===== config.mk =====
export PLATFORM = sky130hd
export DESIGN_NAME = gf8_reduce_pipe
export DESIGN_NICKNAME = d
export VERILOG_FILES = /design/src/rtl/gf8_reduce_pipe.sv
export SDC_FILE = /design/constraint.sdc
export NUM_CORES = 1
export LEC_CHECK = 0
export BUFFER_PORTS_ARGS = -buffer_cell sky130_fd_sc_hd__clkbuf_2
export CORE_MARGIN = 2
export CORE_UTILIZATION = 49
export CTS_CLUSTER_DIAMETER = 80
export DETAILED_ROUTE_END_ITERATION = 6
export MAX_ROUTING_LAYER = met4
export PLACE_DENSITY = 0.75
export SLEW_MARGIN = 25
export SYNTH_ARGS = -nofsm -noshare
export SYNTH_HDL_FRONTEND = slang
export SYNTH_SLANG_ARGS = --single-unit

===== constraint.sdc =====
create_clock -name clk -period 2.8 [get_ports clk]
set_input_delay 0.56 -clock clk [delete_from_list [all_inputs] [get_ports clk]]
set_output_delay 0.56 -clock clk [all_outputs]
set_load 0.05 [all_outputs]

===== src/rtl/gf8_reduce_pipe.sv =====
// gf8_reduce_pipe
//   Two-stage pipelined reduction of a 15-bit carry-less product modulo an
//   irreducible degree-8 polynomial x^8 + POLY. It sits directly after the
//   carry-less high-half multiplier.
//
//   Product P[14:0] = {in_hi, in_lo}. Reduction step k clears P[k] by
//   XOR-ing in ({1'b1, POLY} << (k-8)) when that bit is set.
//     stage 1: steps k = 14..11 -> register P[10:0]
//     stage 2: steps k = 10..8  -> register P[7:0] (out_data)
//
// Ports
//   clk        clock, rising edge
//   rst        asynchronous active-high reset
//   in_valid   upstream word valid
//   in_ready   block accepts a word this cycle
//   in_hi      product bits 14..7 (in_hi[0] = bit 7)
//   in_lo      product bits 6..0
//   out_valid  reduced result valid
//   out_ready  downstream accepts the result
//   out_data   reduced 8-bit result
//   out_count  results accepted downstream, wrapping
module gf8_reduce_pipe #(
  parameter logic [7:0] POLY  = 8'h1B,
  parameter int         CNT_W = 16
) (
  input  logic             clk,
  input  logic             rst,
  input  logic             in_valid,
  output logic             in_ready,
  input  logic [7:0]       in_hi,
  input  logic [6:0]       in_lo,
  output logic             out_valid,
  input  logic             out_ready,
  output logic [7:0]       out_data,
  output logic [CNT_W-1:0] out_count
);

  localparam logic [8:0] FULL_POLY = {1'b1, POLY};

  logic             s1_valid_q;
  logic [10:0]      s1_data_q;
  logic [10:0]      s1_data_d;
  logic             s2_valid_q;
  logic [7:0]       s2_data_q;
  logic [7:0]       s2_data_d;
  logic [CNT_W-1:0] count_q;

  logic s1_adv;
  logic s2_adv;
  logic s1_load;

  // A stage can move when it is empty or the stage after it is moving, so a
  // full pipe with out_ready high accepts and emits in the same edge.
  assign s2_adv   = !s2_valid_q || out_ready;
  assign s1_adv   = !s1_valid_q || s2_adv;
  assign in_ready = s1_adv;
  assign s1_load  = in_valid && s1_adv;

  // Stage 1 reduction: bits 14 down to 11, highest first so that each step
  // sees the bits introduced by the previous one.
  always_comb begin
    logic [14:0] p;
    p = {in_hi, in_lo};
    for (int k = 14; k >= 11; k--) begin
      if (p[k]) begin
        p = p ^ (15'(FULL_POLY) << (k - 8));
      end
    end
    s1_data_d = p[10:0];
  end

  // Stage 2 reduction: bits 10 down to 8 of the stage-1 word.
  always_comb begin
    logic [10:0] p;
    p = s1_data_q;
    for (int k = 10; k >= 8; k--) begin
      if (p[k]) begin
        p = p ^ (11'(FULL_POLY) << (k - 8));
      end
    end
    s2_data_d = p[7:0];
  end

  always_ff @(posedge clk or posedge rst) begin
    if (rst) begin
      s1_valid_q <= 1'b0;
      s1_data_q  <= '0;
    end else if (s1_adv) begin
      s1_valid_q <= in_valid;
      // Data only changes on an actual load; a bubble keeps the old word.
      if (s1_load) begin
        s1_data_q <= s1_data_d;
      end
    end
  end

  always_ff @(posedge clk or posedge rst) begin
    if (rst) begin
      s2_valid_q <= 1'b0;
      s2_data_q  <= '0;
    end else if (s2_adv) begin
      s2_valid_q <= s1_valid_q;
      s2_data_q  <= s2_data_d;
    end
  end

  always_ff @(posedge clk or posedge rst) begin
    if (rst) begin
      count_q <= '0;
    end else if (s2_valid_q && out_ready) begin
      count_q <= count_q + CNT_W'(1);
    end
  end

  assign out_valid = s2_valid_q;
  assign out_data  = s2_data_q;
  assign out_count = count_q;

endmodule


==> metrics.yaml <==
synth_seq_cells: 37
ir_worst_vdd_mv: 0.3992
yosysTopAreaCell: "dfrtp_1"
yosys.area.top_type_share: 0.5581
max_slew_margin: 0.6922
cp.arrival_ns: 1.28
comb_power_share: 0.410
crit_type: "flip-flop to output port"
dr.first_iter.drc_count: 20
dr_total_vias: 1166
grt_pass1_vias: 1137
cts.htree.levels: 2
drc: 0
vias_per_cell: 4.920
top_usage_layer: "met2"
cp.required_ns: 2.24
yosysMostFrequentCell: "dfrtp_1"
die_area_um2: 3868
hold_path_class: "primary input to asynchronous set/reset pin"
dp.final_hpwl_mm: 2.196
crit_fanout: 5
cap_violations: 0
grtUsageTotal: 0.1679
p_clk_frac: 0.150
placement_rows: 21
antenna_found_initial: 0
ctsResizeCount: 0
synth_fp_nets: 160
worstMarginPinSlew_ns: 0.4617
yosysSeqAreaShare: 0.5581
intPower_uw: 968.0
rsz0062_at_grt: "no"
die_w_um: 62.19
p_leak_nw: 0.9471
port_buffers: 44
die_y_um: 62.19
finalMaxSlewViolations: 0
cts_tree: "done"
grtUsageMet1: 0.1846
hold_violations: 0
core_area_um2: 3284
finalPower_mw: 1.750
syn_area_per_cell_um2: 11.85
antenna_cells: 0
grt_util_met2: 0.2772
synthTopCellsByArea: "dfrtp_1, xnor2_1, mux2_2"
area_delta_synth_final_pct: 19.61
cts_buffers: 5
yosys-top-cells-count: "dfrtp_1, xnor2_1, nand2_1"
synth-edff-count: 0
grt_max_degree: 38
start_kind: "flip-flop"
drive_above_1_share: 0.3298
fin_crit_ns: 1.836
clock_latency_ns: 0.34
p_sw_frac: 0.4467
yosysWarnings: 0
timing.fmax_mhz: 544.7
run_status: "finished clean"
grt_pass1_wl_mm: 4.905
power_frac_seq: 0.440
synth.distinct_cells: 25
clkSinkCount: 37
clockBufferDepth: 2
gp_congestion: 0.7767
postCtsHoldBufs: 0
post-cts-setup-buffers: 0
wl_per_cell_um: 12.08
routed_wl_mm: 2.862
finalSetupTns_ns: 0
p_switching_uw: 781.6
synth_area_um2: 1659
synthFlopType: "dfrtp_1"
cts_root_buf: "clkbuf_4"
synth-async-reset-ratio: 1.000
powerDensity_nw_per_um2: 881.7
ioPinCount: 45
timing.critical_path.to_type: "output port"
clk_transition_reported_paths_ns: 0.10
fin_nets: 210
grt_overflow: 0
clock_skew_ns: 0.006196
setup_violations: 0
grt.met3_usage: 0.05797
firstDrtPassIters: 4
syn-instance-count: 140
initial_core_util: 0.5051
finalCritPeriodShare: 0.6556
ant_nets: 0
flip-flops by register name, summed over array words and instances (netlist names):
signal,cells
s1_valid_q,1
s1_data_q,11
out_data,8
out_count,16
out_valid,1
stage by stage:
stage | area, um^2 | setup WS [ns] | util | std cells | hold slack (ns)
after floorplan | 1659 | 0.7397 | - | 140 | 0.4351
after global placement | 1936 | 1.096 | 0.5893 | 229 | 0.4454
after detailed placement | 1936 | 1.072 | 0.5893 | 229 | 0.4546
after CTS | 1984 | 0.9655 | 0.6042 | 237 | 0.3058
after global routing | 1984 | 0.8857 | 0.6042 | 237 | 0.3239
final | 1984 | 0.9642 | 0.6042 | 237 | 0.2881
final cells by class:
type	count	area, um^2
well taps	46	57.56
multi-input cells	100	720.7
repair buffers	45	227.7
inverters	1	3.754
clock buffers	8	48.80
flip-flops and latches	37	925.9
fillers	292	1300
critical path, cell delays in order (launching register included):
cell and delay (ns):
dfrtp_1 0.46, nand3b_1 0.17, clkbuf_2 0.31
metal layers:
metal	part of all wire	routed length [um]	vias up
met5	0	0	-
met4	0.0066	19	0
met3	0.058	166	7
met2	0.51	1449	32
met1	0.43	1226	561
li1	-	-	566
placed cells by master, fill, tap and decap left out, types with 2 or more instances in the layout:
master,Yosys,routed
and3_1,3,3
nand2_1,14,14
clkbuf_2,0,44
o21ai_0,7,7
xor2_1,9,9
nor2_1,8,8
nand4_1,2,2
xnor2_1,29,29
clkbuf_4,0,5
dfrtp_1,37,37
mux2_2,7,7
nand3_1,2,2
nand2b_1,2,2
a21oi_1,6,6
clkbuf_1,1,3
nand2_2,2,2
worst paths after layout:
path                       cells after the start    startpoint             to  slack (ns)
min reg2reg                                    1    s1_valid_q      out_valid        0.48
min in group clk                               2      in_valid     s1_valid_q        0.45
max                                            2     out_valid       in_ready        0.96
max in group asynchronous                      3           rst   s1_data_q[0]        2.19
max reg2reg                                    5  out_count[0]  out_count[10]        1.35
min                                            3           rst   out_count[5]        0.29
power by group through the flow:
stage	sequential, mW	clock, mW	combinational (mW)
final	0.769	0.263	0.717
after CTS	0.772	0.265	0.726
after global placement	0.773	0	0.713
after detailed placement	0.782	0	0.724
after global routing	0.787	0.299	0.763
after floorplan	1.09	0	0.244
cells by family (layout without fill, tap and decap cells):
logic type / Yosys count / in the layout / synth area share
buf+inv: 3 / 54 / 0.007534
xor+xnor: 38 / 38 / 0.2006
compound gates: 13 / 13 / 0.03921
mux: 7 / 7 / 0.04751
simple gates: 41 / 41 / 0.1395
flops: 37 / 37 / 0.5581
fa+ha+maj: 1 / 1 / 0.007540
(Power assumes the default switching activity.)
